--- config.mk ---
export PLATFORM = sky130hd
export DESIGN_NAME = imm_encoder
export DESIGN_NICKNAME = d
export VERILOG_FILES = /design/src/rtl/imm_encoder_pkg.sv /design/src/rtl/imm_pack.sv /design/src/rtl/imm_encoder.sv
export SDC_FILE = /design/constraint.sdc
export NUM_CORES = 1
export LEC_CHECK = 0
export ABC_AREA = 0
export BUFFER_PORTS_ARGS = -buffer_cell sky130_fd_sc_hd__buf_2
export CAP_MARGIN = 20
export CORE_MARGIN = 2
export CORE_UTILIZATION = 58
export CTS_BUF_LIST = sky130_fd_sc_hd__clkbuf_8
export CTS_CLUSTER_DIAMETER = 30
export DETAILED_ROUTE_END_ITERATION = 10
export GPL_TIMING_DRIVEN = 1
export PLACE_DENSITY = 0.87
export SETUP_SLACK_MARGIN = 0.1
export SYNTH_ARGS = -nofsm -noshare
export SYNTH_HDL_FRONTEND = slang
export SYNTH_SLANG_ARGS = --single-unit
--- constraint.sdc ---
create_clock -name clk -period 8.5 [get_ports clk]
set_input_delay 0.85 -clock clk [delete_from_list [all_inputs] [get_ports clk]]
set_output_delay 0.85 -clock clk [all_outputs]
set_load 0.01 [all_outputs]
--- src/rtl/imm_encoder_pkg.sv ---
// Shared definitions for the immediate encoder: format coding (identical to the
// extender's decode), opcodes used when building instruction templates, and
// the per-format legality checks.
package imm_encoder_pkg;

  localparam logic [1:0] IMM_I = 2'b00;
  localparam logic [1:0] IMM_S = 2'b01;
  localparam logic [1:0] IMM_B = 2'b10;
  localparam logic [1:0] IMM_J = 2'b11;

  localparam logic [6:0] OP_IMM    = 7'b0010011;
  localparam logic [6:0] OP_STORE  = 7'b0100011;
  localparam logic [6:0] OP_BRANCH = 7'b1100011;
  localparam logic [6:0] OP_JAL    = 7'b1101111;

  // An immediate fits when every bit above the format's sign bit copies it.
  function automatic logic imm_out_of_range(input logic [1:0] src, input logic [31:0] imm);
    logic oor;
    case (src)
      IMM_I, IMM_S: oor = !((&imm[31:11]) || !(|imm[31:11]));
      IMM_B:        oor = !((&imm[31:12]) || !(|imm[31:12]));
      IMM_J:        oor = !((&imm[31:20]) || !(|imm[31:20]));
      default:      oor = 1'b0;
    endcase
    return oor;
  endfunction

  // Branch and jump targets are halfword offsets, so bit 0 must be clear.
  function automatic logic imm_misaligned(input logic [1:0] src, input logic [31:0] imm);
    logic mis;
    case (src)
      IMM_B, IMM_J: mis = imm[0];
      default:      mis = 1'b0;
    endcase
    return mis;
  endfunction

endpackage

--- src/rtl/imm_pack.sv ---
// Combinational packer: scatters immediate bits into the field positions of the
// selected format; every other bit of the word comes from the template.
// Only imm[20:0] is needed, the widest field (J) tops out at bit 20.
module imm_pack
  import imm_encoder_pkg::*;
(
  input  logic [1:0]  imm_src_i,
  input  logic [20:0] imm_i,
  input  logic [31:0] base_i,
  output logic [31:0] word_o
);

  // Overlay the immediate field onto the template for the chosen format.
  always_comb begin
    word_o = base_i;
    case (imm_src_i)
      IMM_I: begin
        word_o[31:20] = imm_i[11:0];
      end
      IMM_S: begin
        word_o[31:25] = imm_i[11:5];
        word_o[11:7]  = imm_i[4:0];
      end
      IMM_B: begin
        word_o[31]    = imm_i[12];
        word_o[30:25] = imm_i[10:5];
        word_o[11:8]  = imm_i[4:1];
        word_o[7]     = imm_i[11];
      end
      IMM_J: begin
        word_o[31]    = imm_i[20];
        word_o[30:21] = imm_i[10:1];
        word_o[20]    = imm_i[11];
        word_o[19:12] = imm_i[19:12];
      end
      default: begin
        word_o = base_i;
      end
    endcase
  end

endmodule

--- src/rtl/imm_encoder.sv ---
// Two-stage valid/ready immediate encoder. Stage 1 captures the request and
// its legality flags, stage 2 holds the packed word. Saturating counters track
// consumed results and consumed results carrying an error flag.
module imm_encoder
  import imm_encoder_pkg::*;
#(
  parameter int CNT_W = 16
) (
  input  logic             clk,
  input  logic             reset,
  input  logic             flush,
  input  logic             in_valid,
  output logic             in_ready,
  input  logic [1:0]       imm_src,
  input  logic [31:0]      imm,
  input  logic [31:0]      base,
  output logic             out_valid,
  input  logic             out_ready,
  output logic [31:0]      instr_out,
  output logic             err_range,
  output logic             err_align,
  output logic [CNT_W-1:0] enc_count,
  output logic [CNT_W-1:0] err_count
);

  localparam logic [CNT_W-1:0] CNT_MAX = {CNT_W{1'b1}};
  localparam logic [CNT_W-1:0] CNT_ONE = {{(CNT_W-1){1'b0}}, 1'b1};

  // Stage 1 keeps only imm[20:0]; upper bits matter solely for the range flag,
  // which is already resolved when the request is captured.
  logic             s1_valid_q, s1_valid_d;
  logic [1:0]       s1_src_q;
  logic [20:0]      s1_imm_q;
  logic [31:0]      s1_base_q;
  logic             s1_erng_q;
  logic             s1_eal_q;

  logic             out_valid_q, out_valid_d;
  logic [31:0]      instr_q;
  logic             err_range_q;
  logic             err_align_q;
  logic [CNT_W-1:0] enc_count_q, enc_count_d;
  logic [CNT_W-1:0] err_count_q, err_count_d;

  logic             s2_free;
  logic             accept;
  logic             advance;
  logic             consume;
  logic [31:0]      packed_word;

  imm_pack u_pack (
    .imm_src_i (s1_src_q),
    .imm_i     (s1_imm_q),
    .base_i    (s1_base_q),
    .word_o    (packed_word)
  );

  // Handshake qualifiers: stage 2 frees when empty or drained, stage 1 when it can move on.
  always_comb begin
    s2_free  = !out_valid_q || out_ready;
    in_ready = !s1_valid_q || s2_free;
    accept   = in_valid && in_ready;
    advance  = s1_valid_q && s2_free;
    consume  = out_valid_q && out_ready;
  end

  // Next-state of both valid bits and the saturating counters.
  always_comb begin
    s1_valid_d  = s1_valid_q;
    out_valid_d = out_valid_q;
    enc_count_d = enc_count_q;
    err_count_d = err_count_q;
    if (flush) begin
      s1_valid_d  = 1'b0;
      out_valid_d = 1'b0;
    end else begin
      if (accept) begin
        s1_valid_d = 1'b1;
      end else if (s2_free) begin
        s1_valid_d = 1'b0;
      end else begin
        s1_valid_d = s1_valid_q;
      end
      if (s2_free) begin
        out_valid_d = s1_valid_q;
      end else begin
        out_valid_d = out_valid_q;
      end
    end
    // A result drained in the flush cycle still reached the consumer, so it counts.
    if (consume && (enc_count_q != CNT_MAX)) begin
      enc_count_d = enc_count_q + CNT_ONE;
    end else begin
      enc_count_d = enc_count_q;
    end
    if (consume && (err_range_q || err_align_q) && (err_count_q != CNT_MAX)) begin
      err_count_d = err_count_q + CNT_ONE;
    end else begin
      err_count_d = err_count_q;
    end
  end

  // Valid bits and counters; reset drops everything in flight.
  always_ff @(posedge clk or posedge reset) begin
    if (reset) begin
      s1_valid_q  <= 1'b0;
      out_valid_q <= 1'b0;
      enc_count_q <= {CNT_W{1'b0}};
      err_count_q <= {CNT_W{1'b0}};
    end else begin
      s1_valid_q  <= s1_valid_d;
      out_valid_q <= out_valid_d;
      enc_count_q <= enc_count_d;
      err_count_q <= err_count_d;
    end
  end

  // Stage 1 payload: capture the request and resolve its flags on acceptance.
  always_ff @(posedge clk or posedge reset) begin
    if (reset) begin
      s1_src_q  <= 2'b00;
      s1_imm_q  <= 21'd0;
      s1_base_q <= 32'd0;
      s1_erng_q <= 1'b0;
      s1_eal_q  <= 1'b0;
    end else if (accept) begin
      s1_src_q  <= imm_src;
      s1_imm_q  <= imm[20:0];
      s1_base_q <= base;
      s1_erng_q <= imm_out_of_range(imm_src, imm);
      s1_eal_q  <= imm_misaligned(imm_src, imm);
    end
  end

  // Stage 2 payload: take the packed word and flags when stage 1 hands over.
  always_ff @(posedge clk or posedge reset) begin
    if (reset) begin
      instr_q     <= 32'd0;
      err_range_q <= 1'b0;
      err_align_q <= 1'b0;
    end else if (advance) begin
      instr_q     <= packed_word;
      err_range_q <= s1_erng_q;
      err_align_q <= s1_eal_q;
    end
  end

  assign out_valid = out_valid_q;
  assign instr_out = instr_q;
  assign err_range = err_range_q;
  assign err_align = err_align_q;
  assign enc_count = enc_count_q;
  assign err_count = err_count_q;

endmodule

# Word-level counts from Yosys, hierarchy flattened

Index checks and enable logic that the tools add are counted.

Register bits after elaboration: 118
Bits in latches: 0
Memory bits (writable): 0
Memory bits (read-only): 0
Output and inout bits: 68
Word-level logic and storage cells: 66
Memories: 0

Add/sub/neg operators: 2
$mul: 0
Div/mod/pow operators: 0
Order comparisons: 0
Equality and inequality tests: 8
Shift-type cells: 0
Muxes and demuxes: 11
Bitwise operators: 0
Reductions and logical operators: 33

Operators with widths:

| operator                                      | number |
|---|---|
| adder 16 x 1 -> 16 bit, second input constant | 2 |
| != test 16 bit, second input constant         | 2 |
| one-hot mux 7 bit (3 select lines)            | 1 |
| AND reduction 21 bit                          | 1 |
| OR reduction 21 bit                           | 1 |
| one-hot mux 5 bit (2 select lines)            | 2 |
| AND reduction 20 bit                          | 1 |
| OR reduction 20 bit                           | 1 |
| AND reduction 12 bit                          | 1 |
| OR reduction 12 bit                           | 1 |
| == test 2 bit, second input constant          | 4 |
| zero test 1 bit                               | 8 |
| two-way mux 8 bit                             | 1 |
| logical AND 1 bit                             | 6 |
| logical OR 1 bit                              | 6 |
| two-way mux 1 bit                             | 6 |
| OR reduction 2 bit                            | 3 |
| == test 2 x 1 -> 1 bit, second input constant | 2 |
| zero test 2 bit                               | 2 |
| one-hot mux 1 bit (3 select lines)            | 1 |
| nonzero test 3 bit                            | 1 |
| nonzero test 2 bit                            | 1 |

# Logic depth before layout (Yosys ltp)

Gate-level depths: netlist of the first run.

Depth in word-level cells: 6
Mapped depth: 6

# By module

Synthesis of the first run repeated with hierarchy kept, for this count alone.

Cells, all modules: 422
Area total of the unflattened synthesis: 5,530.3 um^2

By module, submodules not included:

| module      | instances | cells each | area an instance (um^2) |
|---|---|---|---|
| imm_encoder | 1         | 357        | 5,078.6 |
| imm_pack    | 1         | 65         | 451.7 |

# Least setup slack after synthesis of the first run

No wires, ideal clock.

Path kind: input -> output
From: in out_ready
To: out in_ready
Arrival time: 1.164 ns
Slack: 6.486 ns
Cell stages on the path: 2
Buffers on the path: 0
Cell sequence: nor2b_1 > nand2_1

Word-level cells in the longest chain between the ends: 2

Ends and longest elaborated chain:

| item             | line              | text |
|---|---|---|
| start, declared  | imm_encoder.sv:18 | `input logic out_ready,` |
| logical OR 1 bit | imm_encoder.sv:60 | `s2_free = !out_valid_q \|\| out_ready;` |
| logical OR 1 bit | imm_encoder.sv:61 | `in_ready = !s1_valid_q \|\| s2_free;` |
| end, declared    | imm_encoder.sv:13 | `output logic in_ready,` |

Every way passes these cells.

# Final worst setup path of the first run

Ends and elaborated chain as after synthesis.

==> results of run 1 <==
[path summary, 6_finish.rpt]
kind	startpoint	endpoint	slack, ns	depth (start not counted)
max in group asynchronous	reset	s1_base_q[17]$_DFFE_PP0P_	6.72	3
min reg2reg	instr_out[24]$_DFFE_PP0P_	instr_out[24]$_DFFE_PP0P_	0.49	2
min	instr_out[24]$_DFFE_PP0P_	instr_out[24]$_DFFE_PP0P_	0.49	2
max reg2reg	out_valid$_DFFE_PP0P_	instr_out[2]$_DFFE_PP0P_	6.30	3
min in group asynchronous	reset	enc_count[7]$_DFFE_PP0P_	0.51	2
max	out_ready	in_ready	6.02	4
[cell usage after synthesis (all sizes together) (2+ instances only)]
cell type,number
xnor2,24
nand3,14
nor2,13
or4,2
xor2,5
and3,2
buf,9
clkbuf,4
a21oi,9
nand4,19
o21ai,25
ha,6
mux2,62
a22oi,6
inv,6
mux2i,8
dfrtp,118
and4,4
nor4,5
nor3,3
nand2,38
nor2b,5
or2,2
o31ai,2
[critical path: cells and delay by family]
family,cells,cell delay [ns]
buf+inv,2,0.30
simple gates,2,0.48
[layout make-up]
cell class	count	share of cell area, %
clock inverter	15	2.70
tap	105	2.13
clock buffer	17	3.79
sequential	118	47.8
inverter	6	0.405
timing repair buffer	133	10.9
multi-input combinational	264	32.3
[kinds of logic after synthesis]
| logic type | count (synthesis) | share of synthesized area (%) |
|---|---|---|
| DFF | 118 | 58.9 |
| and+or+nand+nor | 110 | 11.4 |
| muxes | 70 | 15.6 |
| AOI/OAI and AO/OA | 49 | 5.99 |
| xor gates and xnor gates | 29 | 5.06 |
| buffers and inverters | 19 | 1.62 |
| adders and majority gates | 6 | 1.50 |
[state kept, by name, summed over array words and instances (netlist names), 2 cells and up]
signal,cells
instr_out,32
s1_base_q,25
s1_imm_q,21
enc_count,16
err_count,16
s1_src_q,2
[per-layer routing]
metal	wire, µm	GRT usage (%)	vias up
met1	4420	28.4	1770
met2	5070	38.3	98
met4	177	7.37	0
met5	0	0	-
li1	-	-	1725
met3	643	8.24	18
[power groups by stage]
stage | combinational, mW | clock [mW] | sequential [mW]
after floorplan | 0.120 | 0 | 0.719
after global placement | 0.232 | 0 | 0.698
after detailed placement | 0.243 | 0 | 0.704
after CTS | 0.244 | 0.521 | 0.694
after global routing | 0.268 | 0.549 | 0.705
final | 0.240 | 0.511 | 0.694
[through the flow]
stage	utilization, %	setup slack, ns	power [mW]	instances	cell area [µm²]
global placement	69.6	5.77	0.930	626	5770
floorplan	-	4.52	0.839	401	5010
finish	74.4	6.02	1.44	658	6170
CTS	74.4	6.03	1.46	658	6170
detailed placement	69.6	5.74	0.947	626	5770
global route	74.4	5.92	1.52	658	6170
==> impl_metrics.tcl, run 1 <==
set metrics [dict create \
    largest_net_degree_at_the_start_of_global_routing 66 \
    placement.io_buffers 131 \
    number_of_max_capacitance_violations_reported 0 \
    starting_drt_drc_count 109 \
    worstSetupStartpointType "input pin" \
    crit_path_cell_trace "buf_2 > nor2b_1 > nand2_1 > buf_2" \
    sequential_to_total_area_share_from_yosys_stat_pct 58.9 \
    mappedNetlistArea_um2 5010 \
    cts-buffers-inserted 17 \
    critical_path_class "in2out" \
    clk_network_pwr_share_pct 35.4 \
    cts_tree "done" \
    post_synth_main_area_contributors "sky130_fd_sc_hd__dfrtp_1 59%, sky130_fd_sc_hd__mux2_2 14%, sky130_fd_sc_hd__xnor2_1 4.2%" \
    finalHoldViolCount 0 \
    timing.max_slew.rel_slack_pct 31.4 \
    grt_overflow 0 \
    synth-async-reset-ratio_pct 100 \
    post_synth.cell_area_avg_um2 12.5 \
    gp_congestion 0.785 \
    layout_min_cycle_time_ns 2.48 \
    power.ir.vdd_worst_mv 0.130 \
    mostFrequentLayoutCells "131 x sky130_fd_sc_hd__buf_2, 118 x sky130_fd_sc_hd__dfrtp_1, 61 x sky130_fd_sc_hd__mux2_2" \
    timing.hold.ws_ns 0.486 \
    clk_path_buf_depth 2 \
    share_comb_of_total_power_pct 16.6 \
    area.sequential_um2 2950 \
    drt_pre_antenna_iters 4 \
    syn_inst 401 \
    postRouteAntennaNets 0 \
    clock-skew-final_ns 0.0122 \
    area_delta_synth_final_pct 23.1 \
    cts-resized-gates 0 \
    via_count 3611 \
    top_level_ports 139 \
    synthesis.yosys.warnings 0 \
    root_buffer "sky130_fd_sc_hd__clkbuf_8" \
    rsz_0062_raised_after_global_routing "no" \
    yosys_register_bits 118 \
    cts_hold_repair.buffers 0 \
    drt_drc_violations_left 0 \
    standard_cell_row_count 33 \
    netlist.area_leader.share_pct 58.9 \
    later_pin_clock_latency_in_the_skew_report_ns 0.42 \
    critical-path-slowest-cell "sky130_fd_sc_hd__nor2b_1" \
    dp_hpwl_um 7310 \
    fin_tns_setup_ns 0 \
    start_util_pct 60.4 \
    intPower_mw 1.02 \
    synth-edff-count 0 \
    layout-drive-gt1-share_pct 42.7 \
    antenna_violations_before_repair 0 \
    max_clock_freq_mhz 404 \
    sink_count_of_the_clock_tree 118 \
    timing.final.setup_violations 0 \
    multi_input_combinational_cell_area_um2 1990 \
    fin_nets 617 \
    floorplan.die.width_um 97.0 \
    outcome "complete, no violations" \
    synth_cell_type_count 40 \
    power-per-cell-area_nw_per_um2 234 \
    first_pass_grt_wire_length_um 17600 \
    wl_per_cell_um 15.7 \
    grt_pass1_vias 3802 \
    power.share.sequential_pct 48.0 \
    cp.arrival_ns 1.63 \
    synth_top_area_cell "sky130_fd_sc_hd__dfrtp_1" \
    route.detailed.vias_per_inst 5.49 \
    design.die.area_um2 9410 \
    final_common_cell "sky130_fd_sc_hd__buf_2" \
    number_of_buffers_added_for_setup_after_cts 0 \
    fillers 589 \
    gr-usage-all-layers_pct 23.1 \
    synth_fp_nets 478 \
    final_min_period_over_clock_period_pct 29.1 \
    slew_viol_final 0 \
    required_ns 7.65 \
    crit_path_end_kind "output pin" \
    clkTransAtPathRegs_ns 0.07 \
    synth_ff_type "sky130_fd_sc_hd__dfrtp_1" \
    ctsHtreeMaxLevel 4 \
    total_switching_power_mw 0.423 \
    diodes 0 \
    worst_path_largest_cell_delay_ns 0.31 \
    drt-total-wl_um 10300 \
    cpMostUsedCell "sky130_fd_sc_hd__buf_2" \
    fp.dieH_um 97.0 \
    design.core.area_um2 8300 \
    crit_path_max_fanout 4 \
    hold_path_class "reg2reg" \
    worstMarginPinSlew_ns 1.03 \
    power.share.switching_pct 29.3 \
    p_leak_nw 2.93 \
]
(Power assumes the default switching activity.)
==> run 2: changes to the inputs <==
- ABC_AREA: 0 -> 1
- CORE_UTILIZATION: 58 -> 55
- PLACE_DENSITY: 0.87 -> 0.82
- clock period: 8.5 -> 2.55 ns (I/O delays scaled with it)
==> impl_metrics.tcl, run 2 <==
set metrics [dict create \
    main_combinational_cell_family_by_area_after_synthesis "simple AND/OR/NAND/NOR gates" \
    number_of_max_capacitance_violations_reported 0 \
    p_leak_nw 3.65 \
    first_pass_grt_wire_length_um 20900 \
    starting_drt_drc_count 303 \
    synth_xor_xnor_area_share_pct 4.29 \
    clkTransAtPathRegs_ns 0.08 \
    gr-usage-all-layers_pct 23.7 \
    synth_common_cells "294 x sky130_fd_sc_hd__nand2_1, 118 x sky130_fd_sc_hd__dfrtp_1, 53 x sky130_fd_sc_hd__nor2_1, 41 x sky130_fd_sc_hd__inv_1, 25 x sky130_fd_sc_hd__o21ai_0" \
    gp_congestion 0.864 \
    sink_count_of_the_clock_tree 118 \
    grtUsageMet2_pct 37.6 \
    timing.final.setup_violations 0 \
    grtUsageMet1_pct 32.7 \
    max_clock_freq_mhz 539 \
    synth_fp_nets 749 \
    synth-edff-count 0 \
    layout-drive-gt1-share_pct 24.1 \
    grt_pass1_vias 4532 \
    drt_drc_violations_left 0 \
    clk_path_buf_depth 2 \
    post_synth.cell_area_avg_um2 8.20 \
    cts-buffers-inserted 17 \
    route.detailed.vias_per_inst 4.99 \
    start_util_pct 56.6 \
    power.share.sequential_pct 47.9 \
    placement.io_buffers 131 \
    total_power_mw 4.94 \
    clock-skew-final_ns 0.0141 \
    sequential_to_total_area_share_from_yosys_stat_pct 53.6 \
    synthesis.yosys.warnings 0 \
    via_count 4759 \
    crit_path_cell_trace "ha_1 > nand3_2 > nor3_2 > nand3_2 > nand2_2 > inv_2 > nand2_1 > o21ai_2" \
    drt_pre_antenna_iters 7 \
    floorplan.die.width_um 104 \
    grt_use_met3_pct 5.26 \
    synth_cell_type_count 33 \
    cts_tree "done" \
    ctsHtreeMaxLevel 4 \
    crit-reg2reg-launch "enc_count[0]$_DFFE_PP0P_" \
    fp.dieH_um 104 \
    critical-path-slowest-cell "sky130_fd_sc_hd__dfrtp_1" \
    antenna_violations_before_repair 0 \
    most_common_cell_in_the_synthesized_netlist "sky130_fd_sc_hd__nand2_1" \
    worstMarginPinSlew_ns 0.604 \
    required_ns 2.86 \
    postRouteAntennaNets 0 \
    synth-async-reset-ratio_pct 100 \
    finish.utilization_pct 68.5 \
    outcome "complete, no violations" \
    crit_path_end_kind "register" \
    yosys_register_bits 118 \
    pre_cts_ws_ns 0.712 \
    cpMostUsedCell "sky130_fd_sc_hd__nand3_2" \
    power.ir.vdd_worst_mv 0.352 \
    root_buffer "sky130_fd_sc_hd__clkbuf_8" \
    later_pin_clock_latency_in_the_skew_report_ns 0.42 \
    worstSetupStartpointType "register" \
    final_min_period_over_clock_period_pct 72.7 \
    share_comb_of_total_power_pct 18.6 \
    diodes 0 \
    design.core.area_um2 9730 \
    wl_per_cell_um 12.9 \
    reg2regPathDepth 8 \
    critical-path-top-delay-family "simple AND/OR/NAND/NOR gates" \
    crit_path_max_fanout 13 \
    power.share.switching_pct 31.6 \
    cts-resized-gates 0 \
    cp.arrival_ns 2.16 \
    fin_tns_setup_ns 0 \
    register_to_register_path_setup_slack_ns 0.70 \
    largest_reg_flops 32 \
    most_used_routing_layer_in_global_routing "met2" \
    mappedNetlistArea_um2 5510 \
    r2r-end "enc_count[13]$_DFFE_PP0P_" \
    syn_inst 672 \
    clk_network_pwr_share_pct 33.5 \
    design.die.area_um2 10800 \
    standard_cell_row_count 36 \
    largest_net_degree_at_the_start_of_global_routing 119 \
    synth_top_area_cell "sky130_fd_sc_hd__dfrtp_1" \
    final_critical_path_setup_slack_ns 0.695 \
    post_synth_main_area_contributors "sky130_fd_sc_hd__dfrtp_1 54%, sky130_fd_sc_hd__nand2_1 20%, sky130_fd_sc_hd__nor2_1 3.6%" \
    mostFrequentLayoutCells "294 x sky130_fd_sc_hd__nand2_1, 131 x sky130_fd_sc_hd__buf_2, 118 x sky130_fd_sc_hd__dfrtp_1" \
    critical_path_class "reg2reg" \
    synthSimpleGateAreaFrac_pct 29.8 \
    drt-total-wl_um 12300 \
    finalHoldViolCount 0 \
    critical_path.n_buffers_inverters 1 \
    top_level_ports 139 \
    worst_path_largest_cell_delay_ns 0.44 \
    final_common_cell "sky130_fd_sc_hd__nand2_1" \
    rsz_0062_raised_after_global_routing "no" \
    yosys-mux-area-fraction_pct 0 \
    grt_overflow 0 \
    power-per-cell-area_nw_per_um2 741 \
    finish.cell_count_without_fillers 954 \
    total_switching_power_mw 1.56 \
    netlist.area_leader.share_pct 53.6 \
    dp_hpwl_um 8590 \
    layout_min_cycle_time_ns 1.85 \
    timing.max_slew.rel_slack_pct 59.7 \
    synth_compound_area_share_pct 5.54 \
    area_delta_synth_final_pct 21.0 \
    slew_viol_final 0 \
    fin_nets 885 \
    intPower_mw 3.38 \
    placed_cells_incl_taps 921 \
    synth_ff_type "sky130_fd_sc_hd__dfrtp_1" \
    fillers 825 \
    adder_and_majority_cell_fraction_of_the_synthesized_area_pct 1.36 \
    hold_path_class "in2async" \
]
run 2: area by class of cell:
type | count | area (µm²) | area share [%]
Multi-Input combinational cell | 487 | 2260 | 33.9
Tap cell | 133 | 166 | 2.50
Sequential cell | 118 | 2950 | 44.3
Clock buffer | 17 | 234 | 3.51
Inverter | 46 | 176 | 2.65
Clock inverter | 15 | 155 | 2.33
Timing Repair Buffer | 138 | 723 | 10.8
run 2: power groups by stage:
stage / logic [mW] / registers, mW / clock network (mW)
finish: 0.918 / 2.37 / 1.66
global route: 1.04 / 2.41 / 1.77
CTS: 0.932 / 2.37 / 1.69
detailed placement: 0.926 / 2.40 / 0
global placement: 0.904 / 2.38 / 0
floorplan: 0.468 / 2.45 / 0
run 2: worst max path at each step:
stage               cells after the start                startpoint                   endpoint  slack [ns]
floorplan                               1                     reset   enc_count[0]$_DFFE_PP0P_        0.85
global placement                        8  enc_count[0]$_DFFE_PP0P_  enc_count[13]$_DFFE_PP0P_        0.76
detailed placement                      8  enc_count[0]$_DFFE_PP0P_  enc_count[13]$_DFFE_PP0P_        0.71
CTS                                     8  enc_count[0]$_DFFE_PP0P_  enc_count[13]$_DFFE_PP0P_        0.71
global route                            9  enc_count[0]$_DFFE_PP0P_  enc_count[10]$_DFFE_PP0P_        0.50
finish                                  8  enc_count[0]$_DFFE_PP0P_  enc_count[13]$_DFFE_PP0P_        0.70
run 2: layer usage:
metal / wire length, µm / up-vias
li1: - / 2377
met3: 696 / 8
met5: 0 / -
met4: 120 / 0
met2: 5770 / 164
met1: 5690 / 2210
run 2: repair_timing:
item,CTS,global route
endpoints found under the hold margin,2,0
buffers inserted,0,0
hold buffers,1,0
run 2: worst min-delay path, cell delays in order:
cell,delay (ns)
sky130_fd_sc_hd__buf_2,0.11
sky130_fd_sc_hd__clkinvlp_4,0.07
sky130_fd_sc_hd__buf_12,0.46
run 2: per-stage QoR:
stage | hold slack, ns | instance area (µm²)
final | 0.0133 | 6670
after global routing | 0.0103 | 6670
after CTS | 0.00426 | 6670
after detailed placement | 0.433 | 6270
after global placement | 0.427 | 6270
after floorplan | 0.318 | 5510
run 2: cells by family after synthesis:
logic type / count (synthesis)
AND/OR/NAND/NOR: 401
buffers and inverters: 67
AO/OA/AOI/OAI: 53
flip-flops: 118
adder cells (fa/ha/maj): 6
XOR/XNOR: 27
==> run 3: changes to the inputs <==
- CORE_UTILIZATION: 55 -> 50
- PLACE_DENSITY: 0.82 -> 0.79
- clock period: 2.55 -> 1.6 ns (I/O delays scaled with it)
==> impl_metrics.tcl, run 3 (synthesized netlist as in run 2, its figures left out) <==
set metrics [dict create \
    max_clock_freq_mhz 661 \
    total_power_mw 8.49 \
    hold_path_class "in2reg" \
    top_level_ports 139 \
    placed_cells_incl_taps 952 \
    start_util_pct 51.1 \
    finalHoldViolCount 0 \
    required_ns 1.90 \
    design.core.area_um2 10800 \
    dp_hpwl_um 9260 \
    design.die.area_um2 11900 \
    floorplan.die.width_um 109 \
    drt_pre_antenna_iters 5 \
    ctsHtreeMaxLevel 4 \
    grt_overflow 0 \
    timing.max_slew.rel_slack_pct 59.4 \
    root_buffer "sky130_fd_sc_hd__clkbuf_8" \
    crit_path_end_kind "register" \
    diodes 0 \
    clock-skew-final_ns 0.00806 \
    final_min_period_over_clock_period_pct 94.6 \
    finish.cell_count_without_fillers 1042 \
    timing.hold.ws_ns 0.0346 \
    postRouteAntennaNets 0 \
    sink_count_of_the_clock_tree 118 \
    rsz_0062_raised_after_global_routing "yes" \
    gp_congestion 0.909 \
    slew_viol_final 0 \
    total_switching_power_mw 2.54 \
    power-per-cell-area_nw_per_um2 1120 \
    drt-total-wl_um 14600 \
    fillers 823 \
    number_of_max_capacitance_violations_reported 0 \
    critical_path_class "reg2reg" \
    outcome "complete, no violations" \
    share_comb_of_total_power_pct 22.8 \
    mostFrequentLayoutCells "293 x sky130_fd_sc_hd__nand2_1, 131 x sky130_fd_sc_hd__buf_2, 118 x sky130_fd_sc_hd__dfrtp_1" \
    area_delta_synth_final_pct 38.0 \
    intPower_mw 5.95 \
    first_pass_grt_wire_length_um 22900 \
    gr-usage-all-layers_pct 24.8 \
    power.share.sequential_pct 44.4 \
    largest_reg_flops 32 \
    power.share.switching_pct 29.9 \
    final_critical_path_setup_slack_ns 0.0861 \
    p_leak_nw 4.11 \
    grt_pass1_vias 5057 \
    cts_tree "done" \
    standard_cell_row_count 38 \
    antenna_violations_before_repair 0 \
    wl_per_cell_um 14.0 \
    power.ir.vdd_worst_mv 0.597 \
    fin_nets 967 \
    placement.io_buffers 131 \
    crit_path_max_fanout 6 \
    fin_tns_setup_ns 0 \
    layout_min_cycle_time_ns 1.51 \
    clkTransAtPathRegs_ns 0.07 \
    largest_net_degree_at_the_start_of_global_routing 119 \
    worstSetupStartpointType "register" \
    cp.arrival_ns 1.81 \
    route.detailed.vias_per_inst 5.07 \
    starting_drt_drc_count 484 \
    fp.dieH_um 109 \
    clk_path_buf_depth 2 \
    final_common_cell "sky130_fd_sc_hd__nand2_1" \
    pre_cts_ws_ns -0.0273 \
    drt_drc_violations_left 0 \
    later_pin_clock_latency_in_the_skew_report_ns 0.42 \
    clk_network_pwr_share_pct 32.8 \
    cts-buffers-inserted 17 \
    timing.final.setup_violations 0 \
    worstMarginPinSlew_ns 0.610 \
    layout-drive-gt1-share_pct 26.8 \
    via_count 5285 \
]
## run 3: worst paths after layout
kind	depth (start not counted)	from	endpoint	slack [ns]
max	7	err_count[0]$_DFFE_PP0P_	err_count[5]$_DFFE_PP0P_	0.09
min	3	imm[0]	s1_eal_q$_DFFE_PP0P_	0.03
max reg2reg	7	err_count[0]$_DFFE_PP0P_	err_count[5]$_DFFE_PP0P_	0.09
min reg2reg	2	s1_imm_q[9]$_DFFE_PP0P_	instr_out[29]$_DFFE_PP0P_	0.46
max in group asynchronous	4	reset	instr_out[24]$_DFFE_PP0P_	0.66
min in group asynchronous	4	reset	err_count[13]$_DFFE_PP0P_	0.49
## run 3: final cells by class
cell class / instances / area, µm² / area share (%)
repair buffers: 219 / 1490 / 19.5
clock buffers: 17 / 234 / 3.08
multi-input cells: 488 / 2390 / 31.5
inverters: 46 / 191 / 2.52
flip-flops and latches: 118 / 2950 / 38.8
clock inverters: 14 / 170 / 2.24
well taps: 140 / 175 / 2.30
## run 3: power by group through the flow
stage | Combinational, mW | Clock [mW] | Sequential, mW
3_5_place_dp | 1.71 | 0 | 3.77
4_1_cts | 1.89 | 2.84 | 3.75
6_report | 1.94 | 2.79 | 3.77
2_1_floorplan | 0.765 | 0 | 3.92
5_1_grt | 2.15 | 2.98 | 3.81
3_3_place_gp | 1.67 | 0 | 3.76
## run 3: through the flow
stage | instance area (µm²) | utilization, %
4_1_cts | 7510 | 69.6
6_report | 7600 | 70.4
3_5_place_dp | 6510 | 60.4
3_3_place_gp | 6510 | 60.4
2_1_floorplan | 5550 | -
5_1_grt | 7600 | 70.4
## run 3: layer usage
layer / share of wire, % / GRT usage (%) / vias to the layer above
li1: - / - / 2526
met1: 42 / 31.7 / 2519
met2: 50 / 40.6 / 205
met3: 6.1 / 5.56 / 35
met4: 2.3 / 10.5 / 0
met5: 0 / 0 / -
## run 3: worst max-delay path, stage by stage, from the launching register on
cell and delay [ns]:
sky130_fd_sc_hd__dfrtp_1 0.41, sky130_fd_sc_hd__ha_4 0.18, sky130_fd_sc_hd__nand3_4 0.09, sky130_fd_sc_hd__nor3_4 0.24
sky130_fd_sc_hd__nand3b_4 0.15, sky130_fd_sc_hd__nand2_8 0.12, sky130_fd_sc_hd__nor2_1 0.06, sky130_fd_sc_hd__xor2_1 0.14
## run 3: repair_timing
| action | 4_1_cts | 5_1_grt |
|---|---|---|
| cloned | 1 | 0 |
| endpoints found under the hold margin | 165 | 0 |
| hold buffers | 48 | 0 |
| resized for setup | 9 | 22 |
| pin swaps | 5 | 6 |
| setup endpoints to repair | 36 | 55 |
| buffers inserted | 6 | 4 |
